### config.mk
export PLATFORM = sky130hd
export DESIGN_NAME = weight_stream_ctrl_flat
export DESIGN_NICKNAME = d
export VERILOG_FILES = /design/src/rtl/weight_stream_ctrl_if.sv /design/src/rtl/weight_stream_ctrl.sv /design/src/flat_wrapper.sv
export SDC_FILE = /design/constraint.sdc
export NUM_CORES = 1
export LEC_CHECK = 0
export BUFFER_PORTS_ARGS = -buffer_cell sky130_fd_sc_hd__buf_2
export CORE_MARGIN = 2
export CORE_UTILIZATION = 56
export CTS_BUF_LIST = sky130_fd_sc_hd__clkbuf_16
export DETAILED_ROUTE_END_ITERATION = 6
export HOLD_SLACK_MARGIN = 0.03
export PLACE_DENSITY = 0.8
export REMOVE_ABC_BUFFERS = 1
export SYNTH_ARGS = -nofsm -noshare
export SYNTH_HDL_FRONTEND = slang
export SYNTH_SLANG_ARGS = --single-unit
### constraint.sdc
create_clock -name ap_clk -period 4 [get_ports ap_clk]
set_clock_uncertainty 0.15 [all_clocks]
set_input_delay 0.2 -clock ap_clk [delete_from_list [all_inputs] [get_ports ap_clk]]
set_output_delay 0.2 -clock ap_clk [all_outputs]
set_load 0.005 [all_outputs]
### src/rtl/weight_stream_ctrl_if.sv
// Handshake, ROM-port and FIFO-port bundle for the weight streaming controller.
// The master side is the controller; the slave side is its environment (ROM, FIFO, host).
interface weight_stream_ctrl_if #(
   parameter int MEM_SIZE   = 64,
   parameter int DATA_WIDTH = 16
);
   localparam int ADDR_W = (MEM_SIZE > 1) ? $clog2(MEM_SIZE) : 1;

   logic                  ap_start;
   logic                  ap_idle;
   logic                  ap_done;
   logic                  ap_ready;
   logic [ADDR_W-1:0]     rom_address0;
   logic                  rom_ce0;
   logic [DATA_WIDTH-1:0] rom_q0;
   logic [DATA_WIDTH-1:0] output_V_din;
   logic                  output_V_full_n;
   logic                  output_V_write;

   modport master (
      input  ap_start, rom_q0, output_V_full_n,
      output ap_idle, ap_done, ap_ready, rom_address0, rom_ce0, output_V_din, output_V_write
   );

   modport slave (
      output ap_start, rom_q0, output_V_full_n,
      input  ap_idle, ap_done, ap_ready, rom_address0, rom_ce0, output_V_din, output_V_write
   );
endinterface

### src/rtl/weight_stream_ctrl.sv
// Replays a ROM-resident kernel set NUM_PASSES times into a FIFO, one word per cycle,
// using a 2-entry skid buffer and read credit to ride out arbitrary FIFO backpressure.
module weight_stream_ctrl #(
   parameter int MEM_SIZE   = 64,
   parameter int DATA_WIDTH = 16,
   parameter int NUM_PASSES = 4
) (
   input  logic                 ap_clk,
   input  logic                 ap_rst_n,
   weight_stream_ctrl_if.master bus
);
   localparam int ADDR_W = (MEM_SIZE > 1) ? $clog2(MEM_SIZE) : 1;
   localparam int PASS_W = (NUM_PASSES > 1) ? $clog2(NUM_PASSES) : 1;
   localparam logic [ADDR_W-1:0] ADDR_ZERO = ADDR_W'(0);
   localparam logic [ADDR_W-1:0] ADDR_ONE  = ADDR_W'(1);
   localparam logic [ADDR_W-1:0] ADDR_LAST = ADDR_W'(MEM_SIZE - 1);
   localparam logic [PASS_W-1:0] PASS_ZERO = PASS_W'(0);
   localparam logic [PASS_W-1:0] PASS_ONE  = PASS_W'(1);
   localparam logic [PASS_W-1:0] PASS_LAST = PASS_W'(NUM_PASSES - 1);

   typedef enum logic [1:0] {ST_IDLE, ST_RUN, ST_DRAIN, ST_DONE} state_t;

   logic [1:0]            rst_sync_r;
   logic                  rst_int_n_s;
   state_t                state_r;
   logic [ADDR_W-1:0]     addr_r;
   logic [PASS_W-1:0]     pass_r;
   logic                  idle_r;
   logic                  done_r;
   logic                  rd_valid_r;
   logic [1:0]            cnt_r;
   logic [DATA_WIDTH-1:0] slot0_r;
   logic [DATA_WIDTH-1:0] slot1_r;
   logic                  pop_s;
   logic [2:0]            credit_s;
   logic                  issue_s;
   logic                  last_addr_s;
   logic                  last_pass_s;
   logic                  last_word_s;

   // Reset synchronizer: asserts asynchronously, releases after two clock edges.
   always_ff @(posedge ap_clk or negedge ap_rst_n) begin
      if (!ap_rst_n) begin
         rst_sync_r <= 2'b00;
      end else begin
         rst_sync_r <= {rst_sync_r[0], 1'b1};
      end
   end

   assign rst_int_n_s = rst_sync_r[1];

   // Credit: a read issues only if the slot it will need is guaranteed free on arrival.
   always_comb begin
      pop_s       = (cnt_r != 2'd0) && bus.output_V_full_n;
      credit_s    = {1'b0, cnt_r} + {2'b00, rd_valid_r} - {2'b00, pop_s};
      issue_s     = (state_r == ST_RUN) && (credit_s < 3'd2);
      last_addr_s = (addr_r == ADDR_LAST);
      last_pass_s = (pass_r == PASS_LAST);
      last_word_s = pop_s && (cnt_r == 2'd1) && !rd_valid_r;
   end

   // Sequencing FSM with address/pass counters and registered status outputs.
   always_ff @(posedge ap_clk or negedge rst_int_n_s) begin
      if (!rst_int_n_s) begin
         state_r <= ST_IDLE;
         addr_r  <= ADDR_ZERO;
         pass_r  <= PASS_ZERO;
         idle_r  <= 1'b1;
         done_r  <= 1'b0;
      end else begin
         case (state_r)
            ST_IDLE: begin
               if (bus.ap_start) begin
                  state_r <= ST_RUN;
                  idle_r  <= 1'b0;
                  addr_r  <= ADDR_ZERO;
                  pass_r  <= PASS_ZERO;
               end
            end
            ST_RUN: begin
               if (issue_s) begin
                  if (last_addr_s) begin
                     addr_r <= ADDR_ZERO;
                     if (last_pass_s) begin
                        pass_r  <= PASS_ZERO;
                        state_r <= ST_DRAIN;
                     end else begin
                        pass_r <= pass_r + PASS_ONE;
                     end
                  end else begin
                     addr_r <= addr_r + ADDR_ONE;
                  end
               end
            end
            ST_DRAIN: begin
               if (last_word_s) begin
                  state_r <= ST_DONE;
                  done_r  <= 1'b1;
               end
            end
            ST_DONE: begin
               state_r <= ST_IDLE;
               done_r  <= 1'b0;
               idle_r  <= 1'b1;
            end
            default: begin
               state_r <= ST_IDLE;
               done_r  <= 1'b0;
               idle_r  <= 1'b1;
            end
         endcase
      end
   end

   // Skid buffer: slot0 is the head; ROM data is captured the cycle it is valid.
   always_ff @(posedge ap_clk or negedge rst_int_n_s) begin
      if (!rst_int_n_s) begin
         rd_valid_r <= 1'b0;
         cnt_r      <= 2'd0;
         slot0_r    <= {DATA_WIDTH{1'b0}};
         slot1_r    <= {DATA_WIDTH{1'b0}};
      end else begin
         rd_valid_r <= issue_s;
         case ({rd_valid_r, pop_s})
            2'b11: begin
               if (cnt_r == 2'd2) begin
                  slot0_r <= slot1_r;
                  slot1_r <= bus.rom_q0;
               end else begin
                  slot0_r <= bus.rom_q0;
               end
            end
            2'b10: begin
               if (cnt_r == 2'd0) begin
                  slot0_r <= bus.rom_q0;
               end else begin
                  slot1_r <= bus.rom_q0;
               end
               cnt_r <= cnt_r + 2'd1;
            end
            2'b01: begin
               slot0_r <= slot1_r;
               cnt_r   <= cnt_r - 2'd1;
            end
            default: begin
               cnt_r <= cnt_r;
            end
         endcase
      end
   end

   assign bus.rom_ce0        = issue_s;
   assign bus.rom_address0   = addr_r;
   assign bus.output_V_write = pop_s;
   assign bus.output_V_din   = slot0_r;
   assign bus.ap_idle        = idle_r;
   assign bus.ap_done        = done_r;
   assign bus.ap_ready       = done_r;
endmodule
### src/flat_wrapper.sv
// flat-port wrapper written by rule: the top's interface ports become plain ports
module weight_stream_ctrl_flat 
#(
   parameter int MEM_SIZE   = 64,
   parameter int DATA_WIDTH = 16,
   parameter int NUM_PASSES = 4
)
  (ap_clk, ap_rst_n, bus_ap_start, bus_rom_q0, bus_output_V_full_n, bus_ap_idle, bus_ap_done, bus_ap_ready, bus_rom_address0, bus_rom_ce0, bus_output_V_din, bus_output_V_write);
  weight_stream_ctrl_if #(.MEM_SIZE(MEM_SIZE), .DATA_WIDTH(DATA_WIDTH)) bus_i ();
  input  logic ap_clk;
  input  logic ap_rst_n;
  input wire logic [$bits(bus_i.ap_start)-1:0] bus_ap_start;
  input wire logic [$bits(bus_i.rom_q0)-1:0] bus_rom_q0;
  input wire logic [$bits(bus_i.output_V_full_n)-1:0] bus_output_V_full_n;
  output wire logic [$bits(bus_i.ap_idle)-1:0] bus_ap_idle;
  output wire logic [$bits(bus_i.ap_done)-1:0] bus_ap_done;
  output wire logic [$bits(bus_i.ap_ready)-1:0] bus_ap_ready;
  output wire logic [$bits(bus_i.rom_address0)-1:0] bus_rom_address0;
  output wire logic [$bits(bus_i.rom_ce0)-1:0] bus_rom_ce0;
  output wire logic [$bits(bus_i.output_V_din)-1:0] bus_output_V_din;
  output wire logic [$bits(bus_i.output_V_write)-1:0] bus_output_V_write;
  assign bus_i.ap_start = bus_ap_start;
  assign bus_i.rom_q0 = bus_rom_q0;
  assign bus_i.output_V_full_n = bus_output_V_full_n;
  assign bus_ap_idle = bus_i.ap_idle;
  assign bus_ap_done = bus_i.ap_done;
  assign bus_ap_ready = bus_i.ap_ready;
  assign bus_rom_address0 = bus_i.rom_address0;
  assign bus_rom_ce0 = bus_i.rom_ce0;
  assign bus_output_V_din = bus_i.output_V_din;
  assign bus_output_V_write = bus_i.output_V_write;
  weight_stream_ctrl #(.MEM_SIZE(MEM_SIZE), .DATA_WIDTH(DATA_WIDTH), .NUM_PASSES(NUM_PASSES)) u_core (.ap_clk(ap_clk), .ap_rst_n(ap_rst_n), .bus(bus_i));
endmodule
==> impl_metrics.json, run 1 <==
{
  "run_status": "complete, no violations",
  "hold_path_class": "in -> reg",
  "firstDrtPassIters": 4,
  "worst_slack_ps": 535,
  "drc_errors": 0,
  "min_period_over_period_pct": 86.6,
  "ys_ff_latch": 49,
  "nets": 325,
  "post-route-util_pct": 69.9,
  "vias": 2089,
  "gp_congestion": 0.816,
  "syn_avg_cell_area_sq_um": 11.5,
  "fin_tns_setup_ps": 0,
  "rows": 25,
  "required_ps": 4010,
  "seq_area_sq_um": 1230,
  "die_area_sq_um": 5420,
  "synth_edf_count": 0,
  "synth_top_area_share_pct": 44.2,
  "final_cells": 346,
  "p_total_mw": 2.82,
  "drt_iter0_markers": 133,
  "power_density_nw_per_um2": 859,
  "antenna_cells": 0,
  "place_inst": 322,
  "slew_violations": 0,
  "hpwl_mm": 3.55,
  "grt_usage_pct": 21.2,
  "fp.dieH_um": 73.6,
  "numCtsBuffers": 5,
  "multi_input_area_sq_um": 1360,
  "yosys_warnings": 0,
  "cts-htree-levels": 2,
  "synth.area.top_cells": "dfrtp_1 44%, mux2_1 8.3%, mux2i_1 7.0%, ha_1 6.0%, a221oi_1 5.2%",
  "synth_top_flop_cell": "dfrtp_1",
  "die_x_um": 73.6,
  "clockBufferDepth": 2,
  "rrSetupSlack_ps": 540,
  "stdcell_area_sq_um": 3280,
  "pin_count": 47,
  "finalHoldViolCount": 0,
  "synth_area_sq_um": 2720,
  "slew_headroom_pct": 30.0,
  "clk_latency_ps": 290,
  "ant_nets": 0,
  "finalSetupViolCount": 0,
  "antenna_found_initial": 0,
  "syn_inst": 236,
  "syn2layout_area_growth_pct": 20.8,
  "numPortBuffers": 46,
  "ys_types": 45,
  "finalCriticalPeriod_ps": 3460,
  "initial_core_util_pct": 57.9,
  "hold_slack_ps": 32.1,
  "grt_pass1_wl_mm": 8.80,
  "startpoint_type": "register",
  "synth_area_leader_cell": "dfrtp_1",
  "synthArstFlopShare_pct": 100,
  "seq_area_frac_synth_pct": 45.2,
  "ir_drop_v": 0.000475,
  "rsz0062_at_grt": "no",
  "critPathCaptureType": "register",
  "fillerInstances": 351,
  "worstSetupPathType": "reg -> reg",
  "cts_root_buf": "clkbuf_16",
  "grt_pass1_vias": 1919,
  "cts_resized": 0,
  "worst_slew_pin_slew_ps": 1050,
  "fmax_mhz": 289,
  "grt_max_degree": 48,
  "cts_setup_buffers": 0,
  "pre_cts_slack_ps": 596,
  "routed_wl_mm": 5.59,
  "leakage_nw": 1.57,
  "drv_cap": 0,
  "core_sq_um": 4690,
  "clock_sinks": 49,
  "arrival_ps": 3480,
  "gr-total-overflow": 0,
  "cts.clk_slew.worst_paths_ps": 70,
  "critPathMaxFanout": 7,
  "vias_per_cell": 6.04,
  "cts_tree": "yes",
  "dpl_cell_area_sq_um": 2950,
  "drive_gt1_share_pct": 22.3,
  "wl_per_cell_um": 16.2
}
[final timing paths]
| check | from | to | depth (start not counted) |
|---|---|---|---|
| setup / recovery | u_core.cnt_r[1] | u_core.bus.rom_address0[0] | 10 |
| hold / removal | bus_rom_q0[7] | u_core.slot1_r[7] | 2 |
| setup reg to reg | u_core.cnt_r[1] | u_core.bus.rom_address0[0] | 10 |
| hold reg to reg | u_core.rst_sync_r[0] | u_core.rst_sync_r[1] | 0 |
| max in group asynchronous | u_core.rst_sync_r[1] | u_core.rd_valid_r | 0 |
| min in group asynchronous | ap_rst_n | u_core.rst_sync_r[1] | 2 |
[power by group]
part	total (mW)	switching, mW	internal, mW
combinational	1.42	0.756	0.665
clock	0.474	0.180	0.294
sequential	0.923	0.185	0.738
total	2.82	1.12	1.70
[kinds of logic (layout without fill, tap and decap cells)]
kind of cell,count (synthesis),count (layout),synth area share (%)
and+or+nand+nor,35,35,7.79
DFF,49,49,45.2
adders and majority gates,14,14,6.73
xor gates and xnor gates,3,3,1.24
buffers and inverters,29,85,4.79
AOI/OAI and AO/OA,66,66,18.8
muxes,39,39,15.3
other,1,1,0.138
[metal layers]
layer | share of wire (%) | track usage [%]
met5 | 0 | 0
met4 | 1.7 | 7.88
met3 | 3.8 | 4.25
met2 | 49 | 32.9
met1 | 46 | 29.4
[timing repair]
| action | CTS | global route |
|---|---|---|
| hold buffers | 16 | 0 |
| endpoints found under the hold margin | 17 | 0 |
| setup endpoints to repair | 0 | 0 |
[layout make-up]
cell class,instances,share of cell area [%]
Clock buffer,5,3.82
Clock inverter,3,1.30
Inverter,13,1.49
Multi-Input combinational cell,158,41.5
Sequential cell,49,37.5
Tap cell,54,2.06
Timing Repair Buffer,64,12.4
[Yosys cell counts, drive strengths merged, types with 4 or more instances]
library cell and instances:
a211oi 15, a21o 15, a21oi 6, a221oi 16, buf 12, clkbuf 4
dfrtp 48, ha 13, inv 13, mux2 20, mux2i 19, nand2 6
nand3 6, nor2 6, o21ai 6
[sequential cells by signal, summed over array words and instances, names as in the netlist]
| name | cells |
|---|---|
| u_core.bus.output_V_din | 16 |
| u_core.slot1_r | 16 |
| u_core.bus.rom_address0 | 6 |
| u_core.cnt_r | 2 |
| u_core.pass_r | 2 |
| u_core.rst_sync_r | 2 |
| u_core.state_r | 2 |
| u_core.bus.ap_done | 1 |
| u_core.bus.ap_idle | 1 |
| u_core.rd_valid_r | 1 |
[worst max-delay path, cell delays in order (launching register included)]
cell and delay (ps):
dfrtp_1 460, inv_1 90, ha_1 250, nor2b_1 370
ha_1 330, nand2b_1 180, fa_1 440, xnor2_2 250
a21oi_4 140, nor3_2 330, mux2_1 360
[layout by cell type, fill, tap and decap left out, drive strengths merged, types with 3 or more instances in the layout]
cell,instances
a211oi,15
a21o,15
a21oi,6
a221oi,16
buf,48
clkbuf,5
dfrtp,48
dlygate4sd3,16
ha,13
inv,14
mux2,20
mux2i,19
nand2,6
nand2b,3
nand3,6
nor2,6
nor2b,3
nor3,3
o21ai,6
xnor2,3
(Power assumes the default switching activity.)
==> run 2: changes to the inputs <==
CORE_ASPECT_RATIO = 1.4   (was unset)
==> run 2 against run 1 <==
Effect of this change:
- worst setup slack got worse by 53 ps
- sequential share of layout area about the same
- critical endpoint is now u_core.pass_r[0]
- global-route usage increased by 0.37 points
- fmax decreased by 1.5%
- routed wire length increased by 1.3%
- sequential power about the same
- first-iteration DRC count decreased by 15%
- worst hold slack got worse by 2.6 ps
- clock power about the same
==> impl_metrics.json, run 2 (synthesized netlist as in run 1, its figures left out) <==
{
  "drc_errors": 0,
  "die_area_sq_um": 5430,
  "slew_headroom_pct": 29.4,
  "initial_core_util_pct": 57.0,
  "numPortBuffers": 46,
  "run_status": "complete, no violations",
  "wl_per_cell_um": 16.0,
  "drt-met1-wl_mm": 2.42,
  "worstSetupPathType": "reg -> reg",
  "cts-htree-levels": 2,
  "top_layer": "met4",
  "post-route-util_pct": 68.8,
  "power_density_nw_per_um2": 860,
  "nets": 324,
  "worstReg2RegStart": "u_core.cnt_r[1]",
  "rrSetupSlack_ps": 480,
  "hold_path_class": "in -> reg",
  "routed_wl_mm": 5.66,
  "cts_setup_buffers": 0,
  "ant_nets": 0,
  "swShare_pct": 39.9,
  "crit_path_max_incr_delay_ps": 470,
  "arrival_ps": 3530,
  "crit_path_frequent_cell": "ha_1",
  "clkPwrFrac_pct": 16.9,
  "numCtsBuffers": 5,
  "fp.dieH_um": 86.4,
  "vias_per_cell": 5.82,
  "vias": 2067,
  "fmax_mhz": 284,
  "layout_commonest_cell": "dfrtp_1",
  "finalSetupViolCount": 0,
  "core_sq_um": 4770,
  "drive_gt1_share_pct": 22.3,
  "gp_congestion": 0.799,
  "crit_start": "u_core.cnt_r[1]",
  "p_seq_share_pct": 32.6,
  "cts_resized": 0,
  "met3WireLength_um": 194,
  "grt_max_degree": 48,
  "syn2layout_area_growth_pct": 20.8,
  "worst_slew_pin_slew_ps": 1060,
  "finalCriticalPeriod_ps": 3520,
  "critical_path.slowest_cell": "dfrtp_1",
  "slew_violations": 0,
  "hpwl_mm": 3.68,
  "comb_power_share_pct": 50.5,
  "cts_root_buf": "clkbuf_16",
  "cp.depth": 10,
  "ff2ff_path_depth": 10,
  "power.switching_mw": 1.13,
  "required_ps": 4010,
  "leakage_nw": 1.56,
  "drv_cap": 0,
  "r2r-end": "u_core.pass_r[0]",
  "startpoint_type": "register",
  "critPathMaxFanout": 7,
  "antenna_found_initial": 0,
  "pin_count": 47,
  "drt_iter0_markers": 113,
  "grt_usage_pct": 21.5,
  "critPathCaptureType": "register",
  "antenna_cells": 0,
  "power.internal_mw": 1.69,
  "cts_tree": "yes",
  "firstDrtPassIters": 4,
  "min_period_over_period_pct": 88.0,
  "clockBufferDepth": 2,
  "rsz0062_at_grt": "no",
  "clock_sinks": 49,
  "die_x_um": 62.9,
  "layout_common_cells": "47 x dfrtp_1, 46 x buf_2, 20 x mux2_1, 19 x mux2i_1, 16 x a221oi_1",
  "fillerInstances": 379,
  "grt_pass1_vias": 1991,
  "fin_tns_setup_ps": 0,
  "clk_latency_ps": 290,
  "finalHoldViolCount": 0,
  "crit_chain": "inv_1 -> ha_1 -> nor2b_1 -> ha_1 -> nand2b_1 -> fa_1 -> xnor2_2 -> a21oi_4 -> nor4_4 -> mux2_1",
  "grt_pass1_wl_mm": 9.22,
  "cts.clk_slew.worst_paths_ps": 70,
  "ir_drop_v": 0.000590,
  "crit_family": "adder cells",
  "cp-endpoint": "u_core.pass_r[0]",
  "wl_met2_mm": 2.96,
  "rows": 30,
  "cp_num_buf_inv": 1,
  "gr-total-overflow": 0
}
-- run 2: cell count changes in the layout (fill, tap and decap cells not counted), sizes merged --
cell         delta
inv             -1
clkinvlp        +1
dlygate4sd3     -1
-- run 2: worst min path at each step --
| stage | start | to | slack [ps] | cells past startpoint |
|---|---|---|---|---|
| finish | bus_rom_q0[7] | u_core.slot1_r[7] | 30 | 2 |
| global route | bus_rom_q0[11] | u_core.slot1_r[11] | 40 | 2 |
| CTS | bus_rom_q0[11] | u_core.slot1_r[11] | 30 | 2 |
| detailed placement | ap_rst_n | u_core.rst_sync_r[0] | -160 | 1 |
| global placement | ap_rst_n | u_core.rst_sync_r[0] | -170 | 1 |
| floorplan | ap_rst_n | u_core.rst_sync_r[0] | -250 | 0 |
-- run 2: routing by layer --
metal / GRT usage (%) / vias up
met1: 26.0 / 1024
met2: 38.4 / 45
li1: - / 990
met4: 8.28 / 0
met5: 0 / -
met3: 3.77 / 8
-- run 2: worst register-to-register path, cell delays in order (launching register included) --
cell and delay (ps):
dfrtp_1 470, inv_1 90, ha_1 250, nor2b_1 360
ha_1 330, nand2b_1 180, fa_1 460, xnor2_2 260
a21oi_4 140, nor4_4 340, mux2_1 370
-- run 2: power groups by stage --
stage	clock [mW]	combinational, mW	sequential (mW)
final	0.477	1.42	0.920
after CTS	0.483	1.43	0.920
after global routing	0.503	1.58	0.952
after global placement	0	1.36	0.910
after detailed placement	0	1.41	0.927
after floorplan	0	1.03	0.904
-- run 2: final cells by class --
type                       instances  area (sq um)  area share, %
clock buffer                       5           125           3.81
clock inverter                     3          41.3           1.26
inverter                          13          48.8           1.49
multi-input combinational        158          1360           41.5
sequential                        49          1230           37.5
tap                               64          80.1           2.44
timing repair buffer              63           395           12.1
-- run 2: what timing repair did --
action | in CTS | in global routing
endpoints found under the hold margin | 16 | 0
hold buffers | 15 | 0
endpoints found under the setup margin | 0 | 0
-- run 2: per-stage QoR --
step	std cells	hold slack [ps]	cell area [sq um]	power, mW	setup slack, ps
2_1_floorplan	220	-246	2630	1.93	416
3_3_place_gp	332	-165	2960	2.27	735
3_5_place_dp	332	-160	2960	2.34	546
4_1_cts	355	30.0	3280	2.84	486
5_1_grt	355	43.7	3280	3.03	308
6_report	355	29.5	3280	2.82	482
